[src/rtl/warp_fetch_scheduler.sv]
// -----------------------------------------------------------------------------
// warp_fetch_scheduler
//   Per-warp PC bank plus a round-robin fetch arbiter feeding the I-cache.
//   Each cycle one eligible warp is granted, its PC is issued through a
//   registered output stage and the warp's PC advances by PC_INC.
//   Redirects from the SIMT stack, starts from the task manager and EXITs
//   from decode update the PC bank / active mask with fixed priority.
//
// Ports
//   clk                      clock, rising edge
//   rst                      synchronous, active-low reset
//   Start_TM_IF              start a warp this cycle
//   WarpID_TM_IF             warp being started
//   StartPC_TM_IF            initial PC of the started warp
//   Exit_ID_IF               one-hot EXIT, deactivates the warp
//   UpdatePC_Qual1_SIMT_IF   per-warp redirect (stack pop / branch)
//   UpdatePC_Qual2_SIMT_IF   per-warp redirect (call / jump / ret)
//   Stall_SIMT_IF            per-warp fetch stall
//   TA_SIMT_IF               packed redirect targets, warp w at [PC_WIDTH*w +: PC_WIDTH]
//   IBFull_IB_IF             per-warp instruction buffer full
//   Stall_IC_IF              I-cache busy, freezes the fetch pipeline
//   Valid_IF_IC              fetch request valid (registered)
//   PC_IF_IC                 fetch PC (registered)
//   WarpID_IF_IC             fetch warp ID (registered)
//   Active_IF_TM             registered active mask
// -----------------------------------------------------------------------------
module warp_fetch_scheduler #(
  parameter int unsigned NUM_WARPS = 8,
  parameter int unsigned PC_WIDTH  = 10,
  parameter int unsigned PC_INC    = 4
) (
  input  logic                          clk,
  input  logic                          rst,
  input  logic                          Start_TM_IF,
  input  logic [$clog2(NUM_WARPS)-1:0]  WarpID_TM_IF,
  input  logic [PC_WIDTH-1:0]           StartPC_TM_IF,
  input  logic [NUM_WARPS-1:0]          Exit_ID_IF,
  input  logic [NUM_WARPS-1:0]          UpdatePC_Qual1_SIMT_IF,
  input  logic [NUM_WARPS-1:0]          UpdatePC_Qual2_SIMT_IF,
  input  logic [NUM_WARPS-1:0]          Stall_SIMT_IF,
  input  logic [NUM_WARPS*PC_WIDTH-1:0] TA_SIMT_IF,
  input  logic [NUM_WARPS-1:0]          IBFull_IB_IF,
  input  logic                          Stall_IC_IF,
  output logic                          Valid_IF_IC,
  output logic [PC_WIDTH-1:0]           PC_IF_IC,
  output logic [$clog2(NUM_WARPS)-1:0]  WarpID_IF_IC,
  output logic [NUM_WARPS-1:0]          Active_IF_TM
);

  localparam int unsigned WidW = $clog2(NUM_WARPS);

  // State
  logic [PC_WIDTH-1:0]  r_pc [NUM_WARPS];
  logic [NUM_WARPS-1:0] r_active;
  logic [WidW-1:0]      r_rr;
  logic                 r_valid;
  logic [PC_WIDTH-1:0]  r_pc_out;
  logic [WidW-1:0]      r_wid_out;

  // Combinational
  logic [NUM_WARPS-1:0] w_start_oh;
  logic [NUM_WARPS-1:0] w_redirect;
  logic [NUM_WARPS-1:0] w_eligible;
  logic                 w_grant_vld;
  logic [WidW-1:0]      w_grant_id;
  logic [NUM_WARPS-1:0] w_grant_oh;
  logic [PC_WIDTH-1:0]  w_pc_nxt [NUM_WARPS];
  logic [NUM_WARPS-1:0] w_active_nxt;

  always_comb begin
    w_start_oh = '0;
    if (Start_TM_IF) w_start_oh[WarpID_TM_IF] = 1'b1;
  end

  assign w_redirect = UpdatePC_Qual1_SIMT_IF | UpdatePC_Qual2_SIMT_IF;

  // A warp that is being started, exited or redirected is never fetched this cycle.
  assign w_eligible = r_active & ~Stall_SIMT_IF & ~IBFull_IB_IF & ~w_redirect
                    & ~Exit_ID_IF & ~w_start_oh;

  // Round-robin: scan from r_rr+1 around to r_rr, take the first eligible warp.
  always_comb begin
    int unsigned idx;
    idx         = 0;
    w_grant_vld = 1'b0;
    w_grant_id  = '0;
    for (int unsigned i = 1; i <= NUM_WARPS; i++) begin
      idx = (32'(r_rr) + i) % NUM_WARPS;
      if (!w_grant_vld && w_eligible[idx]) begin
        w_grant_vld = 1'b1;
        w_grant_id  = WidW'(idx);
      end
    end
    // I-cache freeze suppresses the grant, which also blocks the PC increment.
    if (Stall_IC_IF) w_grant_vld = 1'b0;
  end

  always_comb begin
    w_grant_oh = '0;
    if (w_grant_vld) w_grant_oh[w_grant_id] = 1'b1;
  end

  // Per-warp next PC: start > exit (hold) > redirect > fetch increment.
  always_comb begin
    for (int unsigned w = 0; w < NUM_WARPS; w++) begin
      w_pc_nxt[w] = r_pc[w];
      if (w_start_oh[w]) begin
        w_pc_nxt[w] = StartPC_TM_IF;
      end else if (Exit_ID_IF[w]) begin
        w_pc_nxt[w] = r_pc[w];
      end else if (w_redirect[w]) begin
        w_pc_nxt[w] = TA_SIMT_IF[w*PC_WIDTH +: PC_WIDTH];
      end else if (w_grant_oh[w]) begin
        w_pc_nxt[w] = r_pc[w] + PC_WIDTH'(PC_INC);
      end
    end
  end

  // Start wins over a same-cycle exit on the same warp.
  assign w_active_nxt = (r_active & ~Exit_ID_IF) | w_start_oh;

  always_ff @(posedge clk) begin
    if (!rst) begin
      for (int unsigned w = 0; w < NUM_WARPS; w++) r_pc[w] <= '0;
      r_active  <= '0;
      r_rr      <= WidW'(NUM_WARPS - 1);
      r_valid   <= 1'b0;
      r_pc_out  <= '0;
      r_wid_out <= '0;
    end else begin
      for (int unsigned w = 0; w < NUM_WARPS; w++) r_pc[w] <= w_pc_nxt[w];
      r_active <= w_active_nxt;
      if (w_grant_vld) begin
        r_valid   <= 1'b1;
        r_pc_out  <= r_pc[w_grant_id];
        r_wid_out <= w_grant_id;
        r_rr      <= w_grant_id;
      end else if (!Stall_IC_IF) begin
        r_valid <= 1'b0;
      end
    end
  end

  assign Valid_IF_IC  = r_valid;
  assign PC_IF_IC     = r_pc_out;
  assign WarpID_IF_IC = r_wid_out;
  assign Active_IF_TM = r_active;

endmodule
[config.mk]
export PLATFORM = sky130hd
export DESIGN_NAME = warp_fetch_scheduler
export DESIGN_NICKNAME = d
export VERILOG_FILES = /design/src/rtl/warp_fetch_scheduler.sv
export SDC_FILE = /design/constraint.sdc
export NUM_CORES = 1
export LEC_CHECK = 0
export BUFFER_PORTS_ARGS = -buffer_cell sky130_fd_sc_hd__buf_2
export CORE_ASPECT_RATIO = 1.75
export CORE_MARGIN = 2
export CORE_UTILIZATION = 32
export CTS_BUF_LIST = sky130_fd_sc_hd__clkbuf_2
export CTS_CLUSTER_SIZE = 24
export DETAILED_ROUTE_END_ITERATION = 6
export PLACE_DENSITY_LB_ADDON = 0.3
export SYNTH_ARGS = -nofsm -noshare
export SYNTH_HDL_FRONTEND = slang
export SYNTH_SLANG_ARGS = --single-unit
[constraint.sdc]
create_clock -name clk -period 14.3 [get_ports clk]
set_clock_uncertainty 0.2 [all_clocks]
set_input_delay 4.29 -clock clk [delete_from_list [all_inputs] [get_ports clk]]
set_output_delay 4.29 -clock clk [all_outputs]
set_load 0.05 [all_outputs]
* Word-level counts from Yosys, hierarchy flattened
Memory sizes are Yosys's and may differ from the RTL's. A register that Yosys moved wholly into a read port is not among the register bits. Cells that the tools add are included.
Word-level totals: register bits 15, RAM bits 80, bits of input ports 137, output and inout bits 22, word-level logic and storage cells 155, memories 1
Cells by class: $add $sub $neg 16, $lt $le $gt $ge 12, equal/unequal tests 1, muxes and demuxes 83, bitwise logic cells 21, reduce and logical (&&, ||, !) cells 17
Memories:
- r_pc | depth 8, bits a word 10, read ports 9, clocked after memory_dff 1, wr ports 8, RTL line 53 | logic [PC_WIDTH-1:0] r_pc [NUM_WARPS];
Operators with widths (count):
- $mux W10 | 40
- $add A10 B3 Y10 const B | 8
- $and A8 B8 Y8 | 6
- $lt A3 B4 Y1 const B | 10
- $not A8 Y8 | 5
- $bmux W1 S3 | 8
- $mux W3 | 8
- $mux W1 | 23
- $mux W8 | 2
- $or A8 B8 Y8 | 2
- $add A3 B3 Y3 const B | 4
- $logic_and A1 B1 Y1 | 9
- $logic_not A1 Y1 | 8
- $or A1 B1 Y1 | 8
- $add A3 B1 Y3 const B | 2
- $add A3 B2 Y3 const B | 2
- $demux W1 S3 | 2
- $ge A3 B1 Y1 const B | 2
- $ne A2 B1 Y1 const B | 1

* Longest topological paths before layout
Gate-level depths: netlist of run 1.
word-level depth 41, gate-level depth with buffers 18, depth with buffers taken out 12

* Worst setup path before layout of run 1
Ideal clock, no wire load.
kind input port to flip-flop, from in WarpID_TM_IF[2], to mem r_pc[6][6], setup time 142 ps, arrival time 7373 ps, data required time 13958 ps, path slack 6586 ps, stages 14, path buffers 3, cell sequence or4b_4 > buf_6 > nand4_2 > o21ai_1 > mux4_2 > or4b_1 > o311a_1 > o32ai_2 > buf_6 > nor2b_4 > a311o_2 > buf_6 > nor2_1 > a211oi_2
RTL lines:
- start: declaration | RTL line 35 | input logic [$clog2(NUM_WARPS)-1:0] WarpID_TM_IF,
- end: declaration | RTL line 53

==> impl_metrics.json, run 1 <==
{
  "cp_cell_sequence": "buf_2, nand4bb_1, nand4_1, o21ai_1, mux4_2, o21ba_2, o21ai_0, o22ai_4, buf_4, nor2b_1, a311oi_2, a211o_1, a21oi_1",
  "yosysWarnings": 0,
  "ys_async_sr_fraction_pct": 0,
  "cts_buffers": 9,
  "path_max_fanout": 37,
  "cp_data_arrival_time_ns": 8.96,
  "dp_hpwl_um": 24600,
  "boundaryPins": 159,
  "hp-class": "flip-flop to flip-flop",
  "coreArea_um2": 25150,
  "die_x_um": 124.8,
  "whs_ns": 0.2706,
  "synthFlopType": "dfxtp_1",
  "grt_max_degree": 52,
  "area_growth_pct": 13.93,
  "ys_seq_area_share_pct": 25.74,
  "clk_pin_slew_ns": 0.31,
  "irDropWorstVdd_mv": 0.08404,
  "finalMaxSlewViolations": 0,
  "initial_utilization_pct": 32.47,
  "slowest_delay_ns": 0.92,
  "ctsResizeCount": 0,
  "avgSynthCellArea_um2": 8.005,
  "path_delay_family": "compound AO/OA/AOI/OAI gates",
  "cts_root_buffer": "clkbuf_2",
  "cts_hold_buf": 0,
  "fill_cells": 2684,
  "crit_path_end_kind": "flip-flop",
  "synth_edf_count": 0,
  "synthAdderAreaFrac_pct": 1.532,
  "p_leak_nw": 3.656,
  "synth_xor_area_share_pct": 5.670,
  "max_slew.worst_pin.slew_ns": 1.211,
  "synthSimpleGateAreaFrac_pct": 25.08,
  "drive_above_1_share_pct": 23.26,
  "crit_slowest_cell": "a311oi_2",
  "grt_pass1_wl_um": 47990,
  "final_nets": 1279,
  "setup-tns-final_ns": 0,
  "run_status": "finished clean",
  "final.period_utilization_pct": 60.22,
  "cap_violations": 0,
  "max_freq_mhz": 116.1,
  "worst-path-buf-inv": 2,
  "synth_mux_area_share_pct": 10.44,
  "synth_area_leaders": "dfxtp_1 (26%), a211oi_1 (8.5%), mux2i_1 (7.0%)",
  "pre_cts_ws_ns": 4.956,
  "timing_worst_setup_path_type": "input pin to flip-flop",
  "ant_nets": 0,
  "hold_violations": 0,
  "ys_seq_elements": 105,
  "clock_latency_ns": 0.69,
  "ys_types": 79,
  "die_area_um2": 26860,
  "route.detailed.drc": 0,
  "crit_required_ns": 14.65,
  "synth.largest_area_cell": "dfxtp_1",
  "cts_tree": "built",
  "worst_slack_ns": 5.689,
  "slew_headroom_pct": 18.91,
  "finalSetupViolCount": 0,
  "drt_pre_antenna_iters": 5,
  "multi_input_area_um2": 5710,
  "grt_pass1_vias": 8473,
  "synthCells": 1020,
  "die_y_um": 215.3,
  "vias_per_cell": 5.841,
  "grt-ovfl-total": 0,
  "antenna_found_initial": 2,
  "layout_commonest_cell": "buf_2",
  "startpoint_type": "input pin",
  "rsz0062_at_grt": "false",
  "syn_nets": 1167,
  "wl_um": 31770,
  "yosys.area.top_type_share_pct": 25.74,
  "cts_buffer_depth": 2,
  "synth.cell_area_um2": 8165,
  "synth-compound-area-share_pct": 26.75,
  "place.gp.congestion": 0.9663,
  "period_needed_ns": 8.611,
  "wl_per_cell_um": 21.87,
  "clock-sinks": 105,
  "grt_use_total_pct": 23.13,
  "post_cts.repair.setup_buffers": 0,
  "post-route-util_pct": 37.00,
  "synth_top_family_by_area": "compound AO/OA/AOI/OAI gates",
  "vias": 8487,
  "regArea_um2": 2102,
  "drt_iter0_markers": 552,
  "htreeDepth": 3,
  "rows": 77,
  "numPortBuffers": 158,
  "layout_common_cells": "buf_2 (158), nor2_1 (149), dfxtp_1 (105), a211oi_1 (92), nand2_1 (68)",
  "power_density_nw_per_um2": 184.6
}
[layout make-up]
cell class | instances | share of cell area [%]
tap | 316 | 4.250
antenna | 2 | 0.05380
clock buffer | 10 | 0.5380
multi-input combinational | 834 | 61.39
inverter | 7 | 0.2959
clock inverter | 4 | 1.009
timing repair buffer | 175 | 9.872
sequential | 105 | 22.60
[metrics by stage]
stage / cells / power, mW / area (um2)
6_report: 1453 / 1.718 / 9303
3_3_place_gp: 1437 / 1.512 / 9154
4_1_cts: 1451 / 1.704 / 9298
5_1_grt: 1453 / 1.809 / 9303
2_1_floorplan: 1020 / 1.254 / 8165
3_5_place_dp: 1437 / 1.522 / 9154
[per-layer routing]
| layer | vias up | track usage (%) | share of wire, % |
|---|---|---|---|
| met5 | - | 0 | 0 |
| met1 | 4063 | 24.94 | 38 |
| li1 | 4020 | - | - |
| met4 | 0 | 13.60 | 5.9 |
| met3 | 95 | 2.763 | 4.2 |
| met2 | 309 | 42.81 | 52 |
[where the power goes]
group          internal [mW]  switching, mW  total [mW]
Sequential             0.357         0.0899       0.447
Combinational          0.393          0.694        1.09
Clock                 0.0734          0.111       0.184
Total                  0.823          0.895        1.72
[synthesized netlist by cell type, drive strengths merged, types with 3 or more instances]
library cell,instances
nor2,152
dfxtp,105
a211oi,102
nand2,68
a21oi,64
mux2i,57
nand3,53
clkbuf,44
o21ai,42
xor2,34
buf,30
nor3,27
nor2b,26
a311oi,20
xnor2,18
and3,16
nand4,14
o211ai,12
or2,11
ha,10
mux4,9
nand2b,9
nor4b,9
mux2,7
a311o,6
inv,6
o211a,6
a221o,5
a221oi,4
o21a,4
a211o,3
a21o,3
a31oi,3
nand4b,3
nand4bb,3
nor3b,3
o31ai,3
[cell families (layout without fill, tap and decap cells)]
group,count (synthesis),count (layout)
buffers and inverters,81,196
adders and majority gates,10,10
xor gates and xnor gates,52,52
other,0,2
DFF,105,105
AOI/OAI and AO/OA,295,295
muxes,73,73
and+or+nand+nor,404,404
[registers in the layout (all words and copies together) (netlist names)]
| name | count |
|---|---|
| r_pc | 80 |
| PC_IF_IC | 10 |
| Active_IF_TM | 8 |
| WarpID_IF_IC | 3 |
| r_rr | 3 |
| Valid_IF_IC | 1 |
[worst paths after layout]
| kind | from | to | slack (ns) | cells after the start |
|---|---|---|---|---|
| max | WarpID_TM_IF[1] | r_pc[1][2] | 5.69 | 13 |
| min | Valid_IF_IC | Valid_IF_IC | 0.27 | 2 |
| max reg2reg | r_rr[0] | r_pc[1][2] | 8.14 | 12 |
| min reg2reg | Valid_IF_IC | Valid_IF_IC | 0.27 | 2 |
[worst register-to-register path: stages, from the launching register on]
cell	delay [ns]
dfxtp_1	1.01
inv_1	0.52
ha_1	0.59
inv_1	0.43
mux4_2	0.61
o211ai_1	0.28
a211oi_1	0.17
o22ai_4	0.17
buf_4	0.52
nor2b_1	0.37
a311oi_2	0.92
a211o_1	0.18
a21oi_1	0.07
(Power assumes the default switching activity.)
==> run 2, diff against run 1 <==
==> constraint.sdc (replaced) <==
create_clock -name clk -period 8.8 [get_ports clk]
set_clock_uncertainty 0.2 [all_clocks]
set_input_delay 2.64 -clock clk [delete_from_list [all_inputs] [get_ports clk]]
set_output_delay 2.64 -clock clk [all_outputs]
set_load 0.05 [all_outputs]
==> run 2 against run 1 <==
Effect of this change:
- via count fell by 0.40%
- wire length shrank 0.69%
- power rose by 59%
- die area did not move
- first-iteration DRC count increased by 8.9%
- flip-flop and latch count stayed put
==> impl_metrics.json, run 2 (same netlist as run 1, synthesis figures left out) <==
{
  "run_status": "finished clean",
  "clk_pin_slew_ns": 0.29,
  "cts_buffer_depth": 2,
  "period_needed_ns": 6.795,
  "cap_violations": 0,
  "grt_max_degree": 81,
  "min_from": "Valid_IF_IC",
  "die_y_um": 215.3,
  "numPortBuffers": 158,
  "area_growth_pct": 13.50,
  "rsz0062_at_grt": "false",
  "postPlaceCellArea_um2": 9161,
  "grt_use_total_pct": 23.20,
  "final.period_utilization_pct": 77.22,
  "die_x_um": 124.8,
  "vias_per_cell": 5.810,
  "cts_buffers": 9,
  "startpoint_type": "input pin",
  "grt_pass1_wl_um": 48220,
  "pre_cts_ws_ns": 1.344,
  "hp-class": "flip-flop to flip-flop",
  "initial_utilization_pct": 32.47,
  "cp_data_arrival_time_ns": 7.16,
  "rows": 77,
  "cts_tree": "built",
  "final_nets": 1280,
  "wl_per_cell_um": 21.68,
  "crit_required_ns": 9.17,
  "clock_latency_ns": 0.67,
  "dp.cells": 1438,
  "cts_hold_buf": 0,
  "slew_headroom_pct": 26.14,
  "path_max_fanout": 27,
  "r2r_cells": 11,
  "dp_hpwl_um": 24620,
  "irDropWorstVdd_mv": 0.1749,
  "crit_path_end_kind": "flip-flop",
  "die_area_um2": 26860,
  "htreeDepth": 3,
  "finalSetupViolCount": 0,
  "top_register": "r_pc",
  "fin_cells": 1455,
  "drt_iter0_markers": 601,
  "hold_violations": 0,
  "place.gp.congestion": 0.9154,
  "hold_depth": 2,
  "layout_common_cells": "buf_2 (158), nor2_1 (149), dfxtp_1 (105), a211oi_1 (92), nand2_1 (68)",
  "post_cts.repair.setup_buffers": 0,
  "timing_worst_setup_path_type": "input pin to flip-flop",
  "coreArea_um2": 25150,
  "clock-sinks": 105,
  "max_slew.worst_pin.slew_ns": 1.104,
  "antenna_found_initial": 1,
  "grt-ovfl-total": 0,
  "max_freq_mhz": 147.2,
  "boundaryPins": 159,
  "drt_pre_antenna_iters": 5,
  "whs_ns": 0.2710,
  "ctsResizeCount": 0,
  "layout_commonest_cell": "buf_2",
  "cts_root_buffer": "clkbuf_2",
  "grt_pass1_vias": 8382,
  "drive_above_1_share_pct": 23.46,
  "route.detailed.drc": 0,
  "rr_endpoint": "r_pc[0][3]",
  "setup-tns-final_ns": 0,
  "power_density_nw_per_um2": 294.7,
  "r2r_slack_ns": 2.93,
  "wl_um": 31550,
  "finalMaxSlewViolations": 0,
  "worst_slack_ns": 2.005,
  "hold_end": "Valid_IF_IC",
  "stdcell_area_um2": 9268,
  "largest_reg_flops": 80,
  "ant_nets": 0,
  "p_leak_nw": 3.648,
  "reg2reg_from": "r_rr[0]",
  "vias": 8453
}
-- run 2: cell types whose count changed in the layout (fill, tap and decap cells not counted), sizes merged --
cell | previous run | this run
bufinv | 3 | 1
diode | 2 | 1
buf | 175 | 176
clkbuf | 10 | 12
clkinv | 3 | 5
-- run 2: worst max path at each step --
stage	startpoint	endpoint	slack, ns	depth (start not counted)
2_1_floorplan	WarpID_TM_IF[2]	r_pc[6][6]	2.74	14
3_3_place_gp	Exit_ID_IF[2]	r_pc[3][2]	1.36	13
3_5_place_dp	WarpID_TM_IF[1]	r_pc[3][7]	1.34	13
4_1_cts	WarpID_TM_IF[1]	r_pc[3][5]	2.11	13
5_1_grt	WarpID_TM_IF[1]	r_pc[3][2]	1.72	13
6_report	WarpID_TM_IF[1]	r_pc[3][5]	2.01	13
-- run 2: layout make-up --
type                       count  area [um2]
timing repair buffer         176       925.9
clock inverter                 4       43.79
tap                          316       395.4
fill                        2656       15880
antenna                        1       2.502
sequential                   105        2102
clock buffer                  12       60.06
inverter                       7       27.53
multi-input combinational    834        5710
-- run 2: per-layer routing --
metal	share of wire, %	vias to the layer above	GRT usage [%]
met3	4.6	81	3.211
met4	5.1	0	11.84
li1	-	4039	-
met1	37	4033	24.75
met2	53	300	43.83
met5	0	-	0
-- run 2: power by group --
part | switching (mW) | internal (mW)
sequential | 0.143 | 0.579
combinational | 1.12 | 0.641
clock | 0.177 | 0.0673
-- run 2: through the flow --
| step | util (%) | power (mW) |
|---|---|---|
| 2_1_floorplan | - | 2.038 |
| 3_3_place_gp | 36.43 | 2.467 |
| 3_5_place_dp | 36.43 | 2.471 |
| 4_1_cts | 36.85 | 2.717 |
| 5_1_grt | 36.86 | 2.878 |
| 6_report | 36.86 | 2.731 |
-- run 2: critical path, cell delays in order --
cell	delay, ns
buf_2	0.20
nand4bb_1	0.62
nand4_1	0.38
o21ai_1	0.23
mux4_2	0.60
o21ba_2	0.25
o21ai_0	0.12
o22ai_4	0.52
buf_4	0.50
nor2_2	0.09
a311oi_4	0.65
nor2b_1	0.24
nor3_2	0.06
==> run 3, diff against run 2 <==
--- a/config.mk
+++ b/config.mk
@@ -5,6 +5,7 @@
 export SDC_FILE = /design/constraint.sdc
 export NUM_CORES = 1
 export LEC_CHECK = 0
+export ABC_AREA = 1
 export BUFFER_PORTS_ARGS = -buffer_cell sky130_fd_sc_hd__buf_2
 export CORE_ASPECT_RATIO = 1.75
 export CORE_MARGIN = 2
==> constraint.sdc (replaced) <==
create_clock -name clk -period 6.6 [get_ports clk]
set_clock_uncertainty 0.2 [all_clocks]
set_input_delay 1.98 -clock clk [delete_from_list [all_inputs] [get_ports clk]]
set_output_delay 1.98 -clock clk [all_outputs]
set_load 0.05 [all_outputs]
==> run 3 against run 2 <==
Effect of this change:
- first-iteration DRC count increased by 12%
- setup slack got worse by 0.33 ns
- final area increased by 2.5%
- die area increased by 2.8%
- wire length increased by 6.1%
==> impl_metrics.json, run 3 <==
{
  "hold_depth": 2,
  "switching_share_pct": 59.64,
  "area_growth_pct": 13.00,
  "fill_cells": 2928,
  "place.gp.congestion": 0.9461,
  "whs_ns": 0.2761,
  "power.switching_mw": 2.496,
  "drt_pre_antenna_iters": 6,
  "rsz0062_at_grt": "false",
  "cts_root_buffer": "clkbuf_2",
  "route.detailed.drc": 0,
  "synth_area_leaders": "dfxtp_1 (25%), nand2_1 (19%), nand3_1 (9.8%)",
  "cap_violations": 0,
  "top_register": "r_pc",
  "startpoint_type": "input pin",
  "synth.cell_area_um2": 8403,
  "combPwrFrac_pct": 67.7,
  "antenna_found_initial": 1,
  "post_cts.repair.setup_buffers": 0,
  "cts_tree": "built",
  "run_status": "finished clean",
  "initial_utilization_pct": 32.49,
  "pre_cts_ws_ns": 0.9614,
  "final.period_utilization_pct": 74.60,
  "multi_input_area_um2": 5449,
  "power_density_nw_per_um2": 440.9,
  "die_area_um2": 27620,
  "crit_path_end_kind": "flip-flop",
  "hp-class": "flip-flop to flip-flop",
  "ys_async_sr_fraction_pct": 0,
  "synth_edf_count": 0,
  "period_needed_ns": 4.924,
  "hold_violations": 0,
  "coreArea_um2": 25860,
  "yosysWarnings": 0,
  "vias": 10112,
  "final_nets": 1735,
  "ys_seq_area_share_pct": 25.01,
  "max_slew.worst_pin.slew_ns": 0.9132,
  "largest_reg_flops": 80,
  "max_freq_mhz": 203.1,
  "layout_commonest_cell": "nand2_1",
  "yosys.area.top_type_share_pct": 25.01,
  "synthFlopType": "dfxtp_1",
  "cts_buffers": 9,
  "numPortBuffers": 158,
  "dp_hpwl_um": 26320,
  "layout_common_cells": "nand2_1 (434), nor2_1 (207), nand3_1 (165), buf_2 (158), o21ai_0 (142)",
  "grt_use_total_pct": 23.63,
  "cts_buffer_depth": 2,
  "htreeDepth": 3,
  "grt-ovfl-total": 0,
  "ys_seq_elements": 105,
  "boundaryPins": 159,
  "wl_per_cell_um": 17.49,
  "die_y_um": 218.4,
  "setup-tns-final_ns": 0,
  "path_max_fanout": 31,
  "synth.largest_area_cell": "dfxtp_1",
  "finalSetupViolCount": 0,
  "drive_above_1_share_pct": 14.81,
  "regArea_um2": 2102,
  "drt_iter0_markers": 675,
  "clock_latency_ns": 0.70,
  "wl_um": 33480,
  "irDropWorstVdd_mv": 0.3334,
  "worst_slack_ns": 1.676,
  "rows": 78,
  "internal-power_mw": 1.690,
  "finalMaxSlewViolations": 0,
  "timing_worst_setup_path_type": "input pin to flip-flop",
  "p_leak_nw": 4.591,
  "crit_required_ns": 7.06,
  "ant_nets": 0,
  "r2r_slack_ns": 1.90,
  "yosys-top-cells-count": "nand2_1 (434), nor2_1 (208), nand3_1 (165)",
  "cts_hold_buf": 0,
  "r2r_cells": 18,
  "grt_pass1_vias": 9433,
  "grt_max_degree": 51,
  "grt_pass1_wl_um": 50250,
  "ctsResizeCount": 0,
  "syn_nets": 1624,
  "clock-sinks": 105,
  "die_x_um": 126.5,
  "clk_pin_slew_ns": 0.32,
  "synthCells": 1477,
  "avgSynthCellArea_um2": 5.689,
  "vias_per_cell": 5.283,
  "slew_headroom_pct": 39.12,
  "cp_data_arrival_time_ns": 5.38,
  "ys_types": 38,
  "pwr-share-clk_pct": 7.6,
  "synth.most_common_cell": "nand2_1",
  "power.share.sequential_pct": 24.7
}
## run 3: changes by cell type in the layout (fill, tap and decap cells not counted), sizes merged, moves of 26 or more
cell,delta
a31oi,+30
a211oi,-102
inv,+136
nor2b,-26
nor2,+66
mux2i,-52
o21ai,+100
nand3,+122
nand2,+378
## run 3: routing by layer
layer  vias to the layer above  routed length, um  global-route usage, %
met5                         -                  0                      0
met4                         0               1909                  14.07
met3                        97               1503                  1.860
met2                       374              17670                  44.69
met1                      4640              12390                  25.08
li1                       5001                  -                      -
## run 3: kinds of logic after synthesis
logic type / after synthesis / synth area share [%]
AND/OR/NAND/NOR: 878 / 44.97
multiplexers: 5 / 0.5956
XOR/XNOR: 24 / 2.501
AO/OA/AOI/OAI: 241 / 15.26
flip-flops: 105 / 25.01
adder cells (fa/ha/maj): 10 / 1.489
buffers and inverters: 214 / 10.17
## run 3: area by class of cell
class / count / share of cell area, %
flip-flops and latches: 105 / 22.14
clock buffers: 9 / 0.4744
multi-input cells: 1158 / 57.39
diodes: 1 / 0.02635
repair buffers: 172 / 9.566
well taps: 320 / 4.217
clock inverters: 7 / 0.5798
inverters: 142 / 5.613
## run 3: critical path: stages
cell and delay, ns:
buf_2 0.11, nor2_2 0.20, nand2_1 0.40, nand4_1 0.29, nand3_1 0.09, nand2_1 0.08, nand2_1 0.09, nand2_2 0.14
inv_2 0.07, o21ai_0 0.17, nand2_1 0.08, nand3b_4 0.38, nand2_4 0.43, nand2_1 0.15, nor2_1 0.18, nand2_1 0.23
nand3_1 0.13, nand2_1 0.06, nor2_1 0.12
## run 3: final timing paths
| check | start | to |
|---|---|---|
| max reg2reg | r_rr[1] | r_pc[6][2] |
| max | WarpID_TM_IF[0] | r_pc[6][2] |
| min reg2reg | Valid_IF_IC | Valid_IF_IC |
| min | Valid_IF_IC | Valid_IF_IC |
## run 3: through the flow
step / instance area (um2) / util [%] / instances / total power, mW
6_report: 9495 / 36.71 / 1914 / 4.186
5_1_grt: 9495 / 36.71 / 1914 / 4.555
4_1_cts: 9493 / 36.71 / 1913 / 4.172
3_5_place_dp: 9393 / 36.32 / 1897 / 3.852
3_3_place_gp: 9393 / 36.32 / 1897 / 3.836
2_1_floorplan: 8403 / - / 1477 / 3.163
## run 3: power by group through the flow
| stage | registers, mW | clock network (mW) | logic, mW |
|---|---|---|---|
| floorplan | 1.02 | 0 | 2.14 |
| global placement | 1.04 | 0 | 2.79 |
| detailed placement | 1.04 | 0 | 2.81 |
| CTS | 1.03 | 0.323 | 2.82 |
| global route | 1.05 | 0.346 | 3.16 |
| finish | 1.03 | 0.318 | 2.83 |
